$ cat config.mk
export PLATFORM = sky130hd
export DESIGN_NAME = sfx_scheduler
export DESIGN_NICKNAME = d
export VERILOG_FILES = /design/src/rtl/sfx_pkg.sv /design/src/rtl/sfx_tone.sv /design/src/rtl/sfx_scheduler.sv
export SDC_FILE = /design/constraint.sdc
export NUM_CORES = 1
export LEC_CHECK = 0
export CORE_UTILIZATION = 55
export CTS_BUF_LIST = sky130_fd_sc_hd__clkbuf_16
export CTS_CLUSTER_DIAMETER = 50
export DETAILED_ROUTE_END_ITERATION = 6
export MAX_ROUTING_LAYER = met4
export PLACE_DENSITY_LB_ADDON = 0.12
export SLEW_MARGIN = 20
export SYNTH_ARGS = -nofsm -noshare
export SYNTH_HDL_FRONTEND = slang
export SYNTH_SLANG_ARGS = --single-unit
$ cat constraint.sdc
create_clock -name clk -period 7.4 [get_ports clk]
set_input_delay 1.85 -clock clk [delete_from_list [all_inputs] [get_ports clk]]
set_output_delay 1.85 -clock clk [all_outputs]
set_load 0.005 [all_outputs]
$ cat src/rtl/sfx_pkg.sv
// sfx_pkg: effect ids, segment record, effect table and priority order shared by the sfx blocks
package sfx_pkg;
  localparam int HALF_W = 18;
  localparam int LEN_W = 25;
  typedef enum logic [2:0] {
    EFF_NONE   = 3'd0,
    EFF_FRUIT  = 3'd1,
    EFF_BOMB   = 3'd2,
    EFF_LIFE   = 3'd3,
    EFF_JINGLE = 3'd4
  } eff_e;
  typedef struct packed {
    logic              silent;
    logic [HALF_W-1:0] half;
    logic [LEN_W-1:0]  len;
  } seg_t;
  localparam seg_t SEG_NONE  = '{1'b1, 18'd0, 25'd0};
  localparam seg_t SEG_FRUIT = '{1'b0, 18'd30000, 25'd6500000};
  localparam seg_t SEG_BOMB  = '{1'b0, 18'd150000, 25'd30000000};
  localparam seg_t SEG_LIFE  = '{1'b0, 18'd150000, 25'd6500000};
  localparam seg_t SEG_JGAP  = '{1'b1, 18'd0, 25'd30000000};
  localparam seg_t SEG_JHI   = '{1'b0, 18'd110670, 25'd15000000};
  localparam seg_t SEG_JLO   = '{1'b0, 18'd82909, 25'd30000000};
  function automatic seg_t seg_of(eff_e e, logic [1:0] s);
    return e == EFF_FRUIT ? SEG_FRUIT :
           e == EFF_BOMB  ? SEG_BOMB  :
           e == EFF_LIFE  ? SEG_LIFE  :
           e != EFF_JINGLE ? SEG_NONE :
           s == 2'd0 ? SEG_JGAP : s == 2'd1 ? SEG_JHI : SEG_JLO;
  endfunction
  function automatic logic [1:0] last_seg(eff_e e);
    return e == EFF_JINGLE ? 2'd2 : 2'd0;
  endfunction
  // pending bit i belongs to effect id i+1
  function automatic logic [3:0] eff_bit(eff_e e);
    return e == EFF_NONE ? 4'd0 : 4'd1 << (e - 3'd1);
  endfunction
  function automatic eff_e pick(logic [3:0] p);
    return p[1] ? EFF_BOMB : p[2] ? EFF_LIFE : p[3] ? EFF_JINGLE : p[0] ? EFF_FRUIT : EFF_NONE;
  endfunction
  function automatic logic [2:0] rank(eff_e e);
    return e == EFF_BOMB ? 3'd4 : e == EFF_LIFE ? 3'd3 : e == EFF_JINGLE ? 3'd2 :
           e == EFF_FRUIT ? 3'd1 : 3'd0;
  endfunction
endpackage

$ cat src/rtl/sfx_tone.sv
// sfx_tone: square-wave generator toggling every half+1 cycles, gated low by silent and mute
module sfx_tone
  import sfx_pkg::*;
(
  input  logic              clk,
  input  logic              rst_n,
  input  logic              load,
  input  logic [HALF_W-1:0] half,
  input  logic              silent,
  input  logic              mute,
  output logic              wave
);
  logic [HALF_W-1:0] cnt_q, cnt_d;
  logic              sq_q, sq_d;
  always_comb begin
    cnt_d = (load || cnt_q == half) ? '0 : cnt_q + 1'b1;
    sq_d  = load ? 1'b0 : sq_q ^ (cnt_q == half);
  end
  always_ff @(posedge clk) begin
    if (!rst_n) begin
      cnt_q <= '0;
      sq_q  <= 1'b0;
    end else begin
      cnt_q <= cnt_d;
      sq_q  <= sq_d;
    end
  end
  assign wave = sq_q & ~silent & ~mute;
endmodule

$ cat src/rtl/sfx_scheduler.sv
// sfx_scheduler: latches sound-effect request edges, grants by fixed priority, sequences tone segments.
// Define SFX_PREEMPT_EN to let a strictly higher-priority pending request abort the playing effect.
module sfx_scheduler
  import sfx_pkg::*;
#(
  parameter int SCALE_SHIFT = 0
)
(
  input  logic       clk,
  input  logic       rst_n,
  input  logic       req_fruit,
  input  logic       req_bomb,
  input  logic       req_life,
  input  logic       req_jingle,
  input  logic       mute,
  output logic       sound,
  output logic       busy,
  output logic [2:0] active_id,
  output logic       dropped
);
  typedef enum logic {IDLE, PLAY} state_e;
  state_e            state_q, state_d;
  eff_e              eff_q, eff_d, best;
  logic [1:0]        seg_q, seg_d;
  logic [LEN_W-1:0]  dur_q, dur_d, len;
  logic [HALF_W-1:0] half;
  logic [3:0]        req, in_q, prev_q, edges, pend_q, pend_d, gmask;
  logic              dropped_q, dropped_d, grant, preempt, load, seg_end;
  seg_t              seg;
  assign req   = {req_jingle, req_life, req_bomb, req_fruit};
  assign edges = in_q & ~prev_q;
  always_comb begin
    best    = pick(pend_q);
    seg     = seg_of(eff_q, seg_q);
    len     = seg.len >> SCALE_SHIFT;
    half    = seg.half >> SCALE_SHIFT;
    seg_end = dur_q == len;
`ifdef SFX_PREEMPT_EN
    preempt = state_q == PLAY && rank(best) > rank(eff_q);
`else
    preempt = 1'b0;
`endif
    grant     = (state_q == IDLE && best != EFF_NONE) || preempt;
    gmask     = grant ? eff_bit(best) : 4'd0;
    pend_d    = (pend_q & ~gmask) | edges;
    dropped_d = |(edges & pend_q & ~gmask);
    state_d   = state_q;
    eff_d     = eff_q;
    seg_d     = seg_q;
    dur_d     = dur_q + 1'b1;
    load      = 1'b0;
    if (grant) begin
      state_d = PLAY;
      eff_d   = best;
      seg_d   = '0;
      dur_d   = '0;
      load    = 1'b1;
    end else if (state_q == IDLE) begin
      dur_d = '0;
    end else if (seg_end && seg_q == last_seg(eff_q)) begin
      state_d = IDLE;
      eff_d   = EFF_NONE;
      seg_d   = '0;
      dur_d   = '0;
    end else if (seg_end) begin
      seg_d = seg_q + 2'd1;
      dur_d = '0;
      load  = 1'b1;
    end
  end
  always_ff @(posedge clk) begin
    if (!rst_n) begin
      state_q   <= IDLE;
      eff_q     <= EFF_NONE;
      seg_q     <= '0;
      dur_q     <= '0;
      in_q      <= '1;
      prev_q    <= '1;
      pend_q    <= '0;
      dropped_q <= 1'b0;
    end else begin
      state_q   <= state_d;
      eff_q     <= eff_d;
      seg_q     <= seg_d;
      dur_q     <= dur_d;
      in_q      <= req;
      prev_q    <= in_q;
      pend_q    <= pend_d;
      dropped_q <= dropped_d;
    end
  end
  sfx_tone u_tone (
    .clk    (clk),
    .rst_n  (rst_n),
    .load   (load),
    .half   (half),
    .silent (state_q != PLAY || seg.silent),
    .mute   (mute),
    .wave   (sound)
  );
  assign busy      = state_q == PLAY;
  assign active_id = eff_q;
  assign dropped   = dropped_q;
endmodule

==> run summary, run 1 <==
The startpoint identified for the worst register-to-register timing path is active_id[2]$_SDFFE_PN0P_. After detailed routing, the average wire length per cell comes to 14.0 µm. The setup total negative slack came out at 0 ps. The dominant combinational cell family by area after synthesis is simple AND/OR/NAND/NOR gates. The total routing usage reported by global routing is 0.239.

The clock tree skew after final layout came out at 4.58 ps. Of the total synthesized cell area, the portion taken by full adders, half adders and majority gates is 0.0259. The initial antenna violation count is 0.

The routed layout has ~2800 vias. The number of H-tree levels came out at 3. The final critical delay including setup and external delays came out at 4810 ps.

The largest net degree at the start of global routing came out at 27. The post-synthesis async set-or-reset flop share is 0. The number of nets produced by synthesis is between 400 and 500. The remaining antenna violation count after routing is 0. The number of port buffers came out at 12. The maximum VDD drop came out at 0.161 mV. The fraction of layout instances using a drive strength above 1 came out at 0.0608. The fraction of the mapped netlist area in simple logic gates came out at 0.326. The flow ran to the end, and the final reports show no timing, DRC or antenna violations. The kind of start point of the critical path is a primary input. At the end of the flow the core is filled with cells to 0.639. In this run the register-to-register setup slack is 3990 ps. TritonCTS built the clock tree.

Synthesis inferred 63 register bits. The clock passes through at most 2 buffers. The HPWL after detailed placement is approximately 4800 µm. The initial DRC count is 246. The most common cell after layout, fill and taps aside is sky130_fd_sc_hd__dfxtp_1. Routability-driven placement finished with a final weighted congestion of 0.800. After clock tree synthesis, the clock-pin slew on the worst setup and hold paths is 50 ps. The multi-input combinational cell area is 1960 µm². The worst register-to-register path ends at dur_q[24]$_SDFF_PP0_. The critical path endpoint category is an output pin. The depth of the worst register-to-register path is 6. The startpoint of the lowest-slack hold path is in_q[1]$_SDFF_PN1_.

Registers take 1260 µm². The portion of netlist area occupied by mux cells came out at 0.00592. The site row count came out at 28. The most used flip-flop cell after synthesis is sky130_fd_sc_hd__dfxtp_1. The final-report hold violation count is 0.

The hold path depth came out at 1. The global-route wire length before repair is 11600 µm. The transition time at the pin with the least slew margin came out at 1050 ps. The overall die area came out at between 6000 and 7000 µm². Of all nets on the critical path, the largest fanout is 1. The post-cts sizing count is 0. The routed design has 6820 µm of wire. The path with the worst hold slack has its endpoint at prev_q[1]$_SDFF_PN1_. The post-route clock period utilization is 0.649. During I/O placement, the number of pins put on the boundary was 13. The later-pin clock latency in the skew report came out at 320 ps. The count of unique library cells instantiated by Yosys is 59. For this design, the slowest cell found on the critical path is sky130_fd_sc_hd__clkdlybuf4s50_1. The number of warnings printed during yosys synthesis came out at 0.

The critical path goes through clkdlybuf4s50_1 > nor3_1 > clkdlybuf4s50_1. Static timing analysis puts the maximum clock frequency at around 0.21 GHz. The total of max-cap violations came out at 0.

The TritonCTS buffer count is 9. The vias per cell is 5.82. The floorplan core area came out at 5920 µm². The final antenna diode count came out at 0.

The critical path data required time came out at 5550 ps. The detailed-router iteration count before antenna repair is 5. The y dimension of the die is 80.4 µm. The effective utilization at floorplan came out at 0.571. The number of sinks handled by clock tree synthesis is 63. The setup path with the least slack is of type in -> out. The delay of the slowest critical-path stage is 530 ps. The leakage dissipation is around 1.2 nW. In this run the worst hold path is classified as reg -> reg.

The number of nets in the final layout came out at roughly 420. The worst slew slack as a fraction of its limit is 0.298. The post-synth design cell area came out at 3380 µm².

The synthesized instance count is around 400. The cell sitting at the root of the clock tree is a sky130_fd_sc_hd__clkbuf_16. The worst path arrival time came out at 2960 ps. The cell seen most often among critical-path stages is sky130_fd_sc_hd__clkdlybuf4s50_1.

In the routed design, unresolved DRC markers number 0. Of the total synthesized cell area, the portion taken by XOR and XNOR cells is 0.111. Setup violations remaining at the end of the flow were counted as 0. The floorplan die width came out at 80.4 µm. The number of enable flip-flop cells after synthesis came out at 0. The post-synthesis to final-layout area growth is 11.9%. Setup repair after global routing left no endpoint under its margin. After clock tree synthesis, the flow added hold-fix buffers numbering 0. The number of pins exceeding their max-slew limit in the final report is 0.

The power density over the cells came out at 231 nW/µm². The layout has 510 filler cells. The portion of the post-synthesis area used by sequential elements came out at 0.373. The library cells used most frequently in the layout, excluding fill and tap cells, are sky130_fd_sc_hd__dfxtp_1, sky130_fd_sc_hd__nor2_1, sky130_fd_sc_hd__nand2_1. The overflow left after global routing came out at 0. The fraction of the mapped netlist area in compound gates is 0.110.

The average size of a mapped cell is 8.28 µm². The number of global-route vias before repair is 2557. Buffers added to address setup during post-CTS repair amount to 0.
[flip-flops by register name (all words and copies together), names as in the netlist]
signal	flops
dur_q	25
u_tone.cnt_q	18
in_q	4
pend_q	4
prev_q	4
active_id	3
seg_q	2
busy	1
dropped	1
u_tone.sq_q	1
[per-stage QoR]
| stage | setup slack [ps] | hold slack (ps) | total power [W] | cell area (µm²) | instances |
|---|---|---|---|---|---|
| final | 2590 | 434 | 0.000872 | 3780 | 486 |
| after global routing | 2550 | 454 | 0.000905 | 3780 | 486 |
| after CTS | 2580 | 439 | 0.000882 | 3780 | 486 |
| after detailed placement | 2600 | 423 | 0.000453 | 3480 | 471 |
| after global placement | 2600 | 423 | 0.000452 | 3480 | 471 |
| after floorplan | 3500 | 412 | 0.000434 | 3380 | 408 |
[area by class of cell]
| cell class | count | share of cell area |
|---|---|---|
| multi-input combinational | 308 | 0.517 |
| inverter | 13 | 0.0129 |
| tap | 75 | 0.0248 |
| clock buffer | 9 | 0.0595 |
| sequential | 63 | 0.333 |
| clock inverter | 6 | 0.0202 |
| timing repair buffer | 12 | 0.0318 |
[per-layer routing]
layer	track usage	wire, µm	vias up
li1	-	-	1454
met4	0.104	137	0
met3	0.0466	252	14
met1	0.311	3390	1306
met2	0.359	3050	53
met5	-	0	-
[cells by family (layout without fill, tap and decap cells)]
logic type,after synthesis,after routing
adder cells (fa/ha/maj),7,7
flip-flops,63,63
AND/OR/NAND/NOR,205,205
XOR/XNOR,43,43
multiplexers,2,2
buffers and inverters,37,40
AO/OA/AOI/OAI,51,51
[critical path, delay by kind of cell]
family,cells,cell delay (ps)
buffers and inverters,2,930
and+or+nand+nor,1,180
[power breakdown]
part | total [W] | switching (W) | internal [W]
clock | 0.000426 | 0.000138 | 0.000288
combinational | 0.0000857 | 0.0000551 | 0.0000305
sequential | 0.000360 | 0.0000118 | 0.000349
total | 0.000872 | 0.000205 | 0.000667
[worst max-delay path by stage]
| stage | start | end | slack [ps] | depth (start not counted) |
|---|---|---|---|---|
| 6_report | mute | sound | 2590 | 3 |
| 5_1_grt | mute | sound | 2550 | 3 |
| 4_1_cts | mute | sound | 2580 | 3 |
| 3_5_place_dp | mute | sound | 2600 | 3 |
| 3_3_place_gp | mute | sound | 2600 | 3 |
| 2_1_floorplan | mute | sound | 3500 | 1 |
[cell usage after synthesis (2+ instances only)]
master,instances,share of area
sky130_fd_sc_hd__nand4_1,12,0.022
sky130_fd_sc_hd__a2bb2oi_1,2,0.0052
sky130_fd_sc_hd__and3_1,5,0.0093
sky130_fd_sc_hd__nor2b_1,4,0.0074
sky130_fd_sc_hd__or3_1,3,0.0056
sky130_fd_sc_hd__dfxtp_1,63,0.37
sky130_fd_sc_hd__mux2i_1,2,0.0059
sky130_fd_sc_hd__nor4_1,23,0.043
sky130_fd_sc_hd__nor3b_1,3,0.0067
sky130_fd_sc_hd__nand2_1,32,0.036
sky130_fd_sc_hd__nor3_1,14,0.021
sky130_fd_sc_hd__and4b_1,3,0.0089
sky130_fd_sc_hd__nand2b_1,13,0.024
sky130_fd_sc_hd__nand3_1,23,0.034
sky130_fd_sc_hd__o31ai_1,4,0.0089
sky130_fd_sc_hd__clkbuf_1,13,0.014
sky130_fd_sc_hd__and4_1,5,0.013
sky130_fd_sc_hd__a21oi_1,14,0.021
sky130_fd_sc_hd__buf_2,8,0.012
sky130_fd_sc_hd__xor2_1,24,0.062
sky130_fd_sc_hd__or4_1,3,0.0067
sky130_fd_sc_hd__xnor2_1,19,0.049
sky130_fd_sc_hd__o21ai_0,9,0.013
sky130_fd_sc_hd__nor2_1,50,0.056
sky130_fd_sc_hd__or2_2,3,0.0056
sky130_fd_sc_hd__ha_1,7,0.026
sky130_fd_sc_hd__inv_1,12,0.013
sky130_fd_sc_hd__o311ai_0,2,0.0052
sky130_fd_sc_hd__a211oi_1,3,0.0067
Power figures use the tool's default switching activity.
==> inputs of run 2 (changes only) <==
- clock period: 7.4 -> 4.12 ns (I/O delays scaled with it)
==> run summary, run 2 (synthesis results as in run 1) <==
The power density over the cells is 403 nW/µm² (+75%). STA classifies the critical path startpoint as a flip-flop. The number of sinks handled by clock tree synthesis was 63 (unchanged). The worst path arrival time is 2340 ps (-620 ps). The register-to-register setup slack came to 970 ps (-3020 ps).

The initial antenna violation count came out at 0 (unchanged). The critical path data required time came out at 3090 ps (-2460 ps). Dividing the final minimum period by the clock period gives 0.819. The worst setup path is captured at an output pin.

The switching power came out at 0.000380 W (+85%). The maximum VDD drop is 0.307 mV (+91%). The TritonCTS buffer count came out at 9 (unchanged). The number of flip-flops under the largest register name came to 25 (unchanged). The largest registers in the layout are dur_q x25, u_tone.cnt_q x18.

TritonCTS built the clock tree. Timing would allow up to 0.296 GHz. The floorplan core area is 5920 µm² (unchanged). The depth of the worst register-to-register path is 6 (unchanged).

The detailed-router iteration count before antenna repair was 4 (-1). The routed wire length came out at 6990 µm (+2.4%). The fraction of layout instances using a drive strength above 1 is 0.0605 (-0.000295).

The number of H-tree levels is 3 (unchanged). The largest net degree at the start of global routing is 27 (unchanged). The global-route wire length before repair came out at 11700 µm (+0.59%). The run finished with clean final reports.

The last weighted congestion value of the routability-driven placer came out at 0.828 (+3.5%). The setup total negative slack is 0 ps (unchanged). The transition time at the pin with the least slew margin is 798 ps (-252 ps). The clock tree skew after final layout came out at 8.74 ps (+4.16 ps).

The register name with the most flops is dur_q. The fraction of power consumed by the clock network is 0.470 (-0.019). The remaining antenna violation count after routing was 0 (unchanged). The effective utilization at floorplan is 0.571 (unchanged). The critical path in this run is classified as reg -> out.

The final critical delay including setup and external delays came out at around 3400 ps. The clock transition at the registers of the reported paths is 50 ps (about the same). The number of nets in the final layout is 422 (+0.24%). The count of final setup violators came out at 0 (unchanged).

The design internal power came out at 0.00114 W (+71%). The overall die area is 6460 µm² (unchanged). The post-synthesis to final-layout area growth came out at 11.6%.

Setup repair after global routing left no endpoint under its margin. The later-pin clock latency in the skew report came out at 330 ps (about the same). The average wire per standard cell is 14.3 µm (+2.0%). The setup slack at placement is 945 ps (-1650 ps). The post-cts sizing count is 0 (unchanged). The final-report hold violation count was 0 (unchanged). The leakage dissipation is 1.24 nW (-0.25%). The post-CTS setup repair buffer count is 0 (unchanged). The path category of the worst min-delay check is reg -> reg. The most common cell after layout, fill and taps aside is sky130_fd_sc_hd__dfxtp_1. The floorplan die width is 80.4 µm (unchanged). In this run the critical register-to-register path is captured at u_tone.cnt_q[8]$_SDFF_PP0_.

The y dimension of the die came out at 80.4 µm (unchanged). The number of I/O pins came out at 13 (unchanged). The initial DRC count was 166 (-33%). The post-cts hold buffer count is 0 (unchanged). The HPWL after detailed placement is 4820 µm (+0.95%). The portion of total power attributed to combinational logic is 0.103 (+0.005). The overflow left after global routing is 0 (unchanged). Following the worst setup path forward leads to its endpoint at sound.

The filler cell count in the final layout is 530 (+3.9%). The maximum fanout along the worst path came out at 20 (+19). The cell sitting at the root of the clock tree is a sky130_fd_sc_hd__clkbuf_16.

The share of total power consumed by net switching is 0.250 (+0.0154). The startpoint identified for the worst register-to-register timing path is active_id[2]$_SDFFE_PN0P_. The final antenna diode count is 0 (unchanged).

The number of pins exceeding their max-slew limit in the final report came out at 0 (unchanged). The total via count in the routed design came out at 2845 (+0.64%). The vias per cell came to 5.83 (+0.22%). The count of unresolved DRC violations after routing is 0 (unchanged). The number of port buffers was 12 (unchanged). The launch point of the worst path is active_id[0]$_SDFFE_PN0P_. The site row count came to 28 (unchanged). The number of global-route vias before repair came out at 2600 (+1.7%). The flip-flop and latch area came out at 1260 µm² (unchanged). The worst slew slack as a fraction of its limit came out at 0.467 (+0.169). The library cells used most frequently in the layout, excluding fill and tap cells, are sky130_fd_sc_hd__dfxtp_1, sky130_fd_sc_hd__nor2_1, sky130_fd_sc_hd__nand2_1.

The total routing usage reported by global routing was 0.243 (+0.00386). The worst-case setup margin in the final layout is 745 ps (-1850 ps). The total of max-cap violations came out at 0 (unchanged).

The proportion of power drawn by flip-flops and latches is 0.427 (+0.014). The multi-input combinational cell area is 1960 µm² (unchanged). The clock tree buffer depth is 2 (unchanged).
-- run 2: changes by cell type in the layout (fill, tap and decap cells not counted), sizes merged --
cell      previous run  this run
clkinvlp             0         1
buf                  0         1
clkinv               5         4
bufinv               2         1
inv                 12        14
-- run 2: per-stage QoR --
step	utilization	power, W	instances	hold slack (ps)	cell area (µm²)
2_1_floorplan	-	0.000780	408	412	3380
3_3_place_gp	0.589	0.000813	472	424	3490
3_5_place_dp	0.589	0.000815	472	428	3490
4_1_cts	0.637	0.00153	488	443	3770
5_1_grt	0.637	0.00157	488	467	3770
6_report	0.637	0.00152	488	438	3770
-- run 2: cell type report --
type	instances	area share
clock buffers	9	0.0597
repair buffers	13	0.0339
multi-input cells	308	0.519
well taps	75	0.0249
clock inverters	7	0.0149
inverters	13	0.0129
flip-flops and latches	63	0.335
-- run 2: worst max-delay path: stages, from the launching register on --
cell and delay, ps:
sky130_fd_sc_hd__dfxtp_1 750, sky130_fd_sc_hd__nor2_1 240, sky130_fd_sc_hd__nor2_1 220, sky130_fd_sc_hd__a21oi_1 70, sky130_fd_sc_hd__nor3_1 210, sky130_fd_sc_hd__clkdlybuf4s50_1 520
-- run 2: layer usage --
metal | routed length, µm | up-vias | global-route usage
met5 | 0 | - | -
met4 | 93 | 0 | 0.123
met3 | 319 | 10 | 0.0568
met2 | 3130 | 52 | 0.358
met1 | 3450 | 1323 | 0.310
li1 | - | 1460 | -
-- run 2: how the worst min path moves through the flow --
| stage | start | endpoint | depth (start not counted) |
|---|---|---|---|
| floorplan | in_q[0]$_SDFF_PN1_ | prev_q[0]$_SDFF_PN1_ | 1 |
| global placement | in_q[3]$_SDFF_PN1_ | prev_q[3]$_SDFF_PN1_ | 1 |
| detailed placement | in_q[3]$_SDFF_PN1_ | prev_q[3]$_SDFF_PN1_ | 1 |
| CTS | in_q[3]$_SDFF_PN1_ | prev_q[3]$_SDFF_PN1_ | 1 |
| global route | in_q[1]$_SDFF_PN1_ | prev_q[1]$_SDFF_PN1_ | 1 |
| finish | in_q[3]$_SDFF_PN1_ | prev_q[3]$_SDFF_PN1_ | 1 |
-- run 2: power groups by stage --
stage / combinational [W] / clock [W] / sequential, W
final: 0.000157 / 0.000713 / 0.000648
after global routing: 0.000173 / 0.000748 / 0.000651
after CTS: 0.000157 / 0.000722 / 0.000648
after detailed placement: 0.000155 / 0 / 0.000660
after global placement: 0.000153 / 0 / 0.000660
after floorplan: 0.000129 / 0 / 0.000650
==> inputs of run 3 (changes only) <==
- clock period: 4.12 -> 3.02 ns (I/O delays scaled with it)
==> run summary, run 3 (synthesis results as in run 1) <==
The flow ran to the end, and the final reports show no timing, DRC or antenna violations. The vias per cell is 5.73 (-1.7%). The floorplan die width is 80.4 µm (unchanged). The routed wire length came out at 7160 µm (+2.4%). Traced cell by cell, the critical path runs through inv_1 > ha_1 > nor3_2 > a21oi_1 > nor3_1 > clkdlybuf4s50_1.

The last weighted congestion value of the routability-driven placer came out at 0.874 (+5.7%). The average wire per standard cell came out at 14.4 µm (+0.39%). The critical path endpoint category is an output pin. dur_q holds more flip-flops than any other register. The fraction of layout instances using a drive strength above 1 is 0.0922 (+0.0317).

The initial antenna violation count is 0 (unchanged). The worst-path cell with the longest stage delay is sky130_fd_sc_hd__clkdlybuf4s50_1. The overall die area came to 6460 µm² (unchanged). The total via count in the routed design is 2853 (+0.28%). The remaining antenna violation count after routing is 0 (unchanged). The worst hold path begins at in_q[3]$_SDFF_PN1_. The design internal power is 0.00157 W (+38%).

The depth of the worst register-to-register path was 6 (unchanged). The transition time at the pin with the least slew margin is 648 ps (-151 ps). The leakage dissipation came out at 1.30 nW (+5.1%). The maximum fanout along the worst path came out at 5 (-75%). The number of standard cells in the layout, taps in and fillers out is 498 (+2.0%).

The final antenna diode count is 0 (unchanged). The post-CTS setup repair buffer count is 0 (unchanged). The tree is rooted in a sky130_fd_sc_hd__clkbuf_16. The share of total power consumed by net switching came out at 0.248 (-0.00276). The number of flip-flops under the largest register name came to 25 (unchanged). The count of unresolved DRC violations after routing is 0 (unchanged).

The maximum VDD drop is 0.429 mV (+39%). Leaving out fill and tap cells, the most frequent cell in the layout is sky130_fd_sc_hd__dfxtp_1. The final critical delay including setup and external delays is 2840 ps. The effective utilization at floorplan came out at 0.571 (unchanged).

The number of nets in the final layout is 432 (+2.4%). The total non-filler cell area in the finished layout came out at 3850 µm² (+2.2%). The critical path data required time was 2260 ps (-830 ps). The end of the worst hold path is prev_q[3]$_SDFF_PN1_.

TritonCTS built the clock tree. The initial DRC count came out at 154 (-7.2%). The largest registers in the layout are dur_q x25, u_tone.cnt_q x18. The detailed-router iteration count before antenna repair is 4 (unchanged).

The fraction of power consumed by the clock network came out at 0.464 (-0.006). The largest net degree at the start of global routing came out at 26 (-3.7%). The maximum frequency from static timing analysis is 0.352 GHz. The y dimension of the die was 80.4 µm (unchanged). The post-route clock period utilization is 0.940. The later-pin clock latency in the skew report is 320 ps (about the same).

Among cell families on the critical path, the largest total delay comes from buffers and inverters. The delay of the slowest critical-path stage came out at 520 ps (-230 ps). In the layout the commonest cells are sky130_fd_sc_hd__dfxtp_1, sky130_fd_sc_hd__nor2_1, sky130_fd_sc_hd__nand2_1. The number of sinks handled by clock tree synthesis came to 63 (unchanged). The final-report hold violation count is 0 (unchanged). The post-synthesis to final-layout area growth came out at 14.0%.

The clock tree skew after final layout came to 5.47 ps (-3.27 ps). The overflow left after global routing came out at 0 (unchanged). The worst slew slack as a fraction of its limit is 0.565 (+0.0978).

The site row count is 28 (unchanged). The post-cts sizing count is 0 (unchanged). The number of I/O pins came to 13 (unchanged). The clock transition at the registers of the reported paths came out at 50 ps (about the same). The floorplan core area came out at 5920 µm² (unchanged).

The number of H-tree levels is 3 (unchanged). The number of port buffers is 12 (unchanged). The TritonCTS buffer count is 9 (unchanged). The count of final setup violators is 0 (unchanged). The portion of total power attributed to combinational logic came out at 0.113 (+0.010).

The total routing usage reported by global routing is 0.246 (+0.00302). The endpoint of the worst register-to-register path is seg_q[1]$_SDFFE_PP0P_. The global-route wire length before repair is 11900 µm (+1.7%).

The hold path depth is 1 (unchanged). The type of the worst setup path is reg -> out. The total of max-cap violations came to 0 (unchanged). The share of the core filled with cells in the final layout came out at 0.651 (+0.0142). The count of buffering cells on the critical path with inverters included came out at 2 (+1).

The proportion of power drawn by flip-flops and latches came out at 0.423 (-0.004). The launch point of the worst reg-to-reg path is active_id[2]$_SDFFE_PN0P_. The clock tree buffer depth was 2 (unchanged). The area after detailed placement is 3560 µm² (+2.2%). The worst hold path belongs to the class reg -> reg. The power density over the cells came out at 542 nW/µm² (+34%). The kind of start point of the critical path is a flip-flop.

The number of pins exceeding their max-slew limit in the final report is 0 (unchanged). The worst path arrival time came out at 2080 ps (-260 ps). The number of global-route vias before repair is 2578 (-0.85%). The placed cell count is 482 (+2.1%).

The switching power came out at 0.000517 W (+36%). The HPWL after detailed placement is 4950 µm (+2.7%). The register-to-register setup slack was 350 ps (-620 ps). The post-cts hold buffer count came to 0 (unchanged). The minimum hold slack is 435 ps (-2.88 ps).
run 3: cell types whose count changed in the layout (fill, tap and decap cells not counted), sizes merged:
cell    before  now
clkinv       4    3
inv         14   15
buf          1   11
run 3: cell type report:
cell class                 instances  area, µm²
multi-input combinational        308       1960
sequential                        63       1260
inverter                          13       48.8
fill                             510       2070
tap                               75       93.8
clock inverter                     7       57.6
timing repair buffer              23        203
clock buffer                       9        225
run 3: worst max path at each step:
stage                     slack [ps]                          end                      start  cells past startpoint
after global routing             -30                        sound      seg_q[0]$_SDFFE_PP0P_                      6
after CTS                         40                        sound      seg_q[0]$_SDFFE_PP0P_                      6
after global placement           400                        sound                       mute                      3
final                            180                        sound      seg_q[0]$_SDFFE_PP0P_                      6
after floorplan                  600  u_tone.cnt_q[12]$_SDFF_PP0_      seg_q[0]$_SDFFE_PP0P_                      9
after detailed placement         320        seg_q[1]$_SDFFE_PP0P_  active_id[2]$_SDFFE_PN0P_                      6
run 3: routing by layer:
metal  share of wire  routed length, µm  GRT usage  vias to the layer above
li1                -                  -          -                     1479
met1            0.50               3590      0.324                     1321
met2            0.45               3220      0.373                       41
met3           0.036                259     0.0580                       12
met4           0.013                 93     0.0750                        0
met5               0                  0          -                        -
run 3: power groups by stage:
stage | clock [W] | sequential (W) | combinational (W)
after floorplan | 0 | 0.000887 | 0.000176
after global placement | 0 | 0.000898 | 0.000228
after detailed placement | 0 | 0.000899 | 0.000233
after CTS | 0.000987 | 0.000881 | 0.000237
after global routing | 0.00102 | 0.000886 | 0.000257
final | 0.000968 | 0.000882 | 0.000236
run 3: stage by stage:
| stage | power, W | setup WS (ps) | setup TNS [ps] |
|---|---|---|---|
| floorplan | 0.00106 | 597 | 0 |
| global placement | 0.00113 | 403 | 0 |
| detailed placement | 0.00113 | 318 | 0 |
| CTS | 0.00210 | 43.4 | 0 |
| global route | 0.00216 | -26.9 | -26.9 |
| finish | 0.00209 | 182 | 0 |
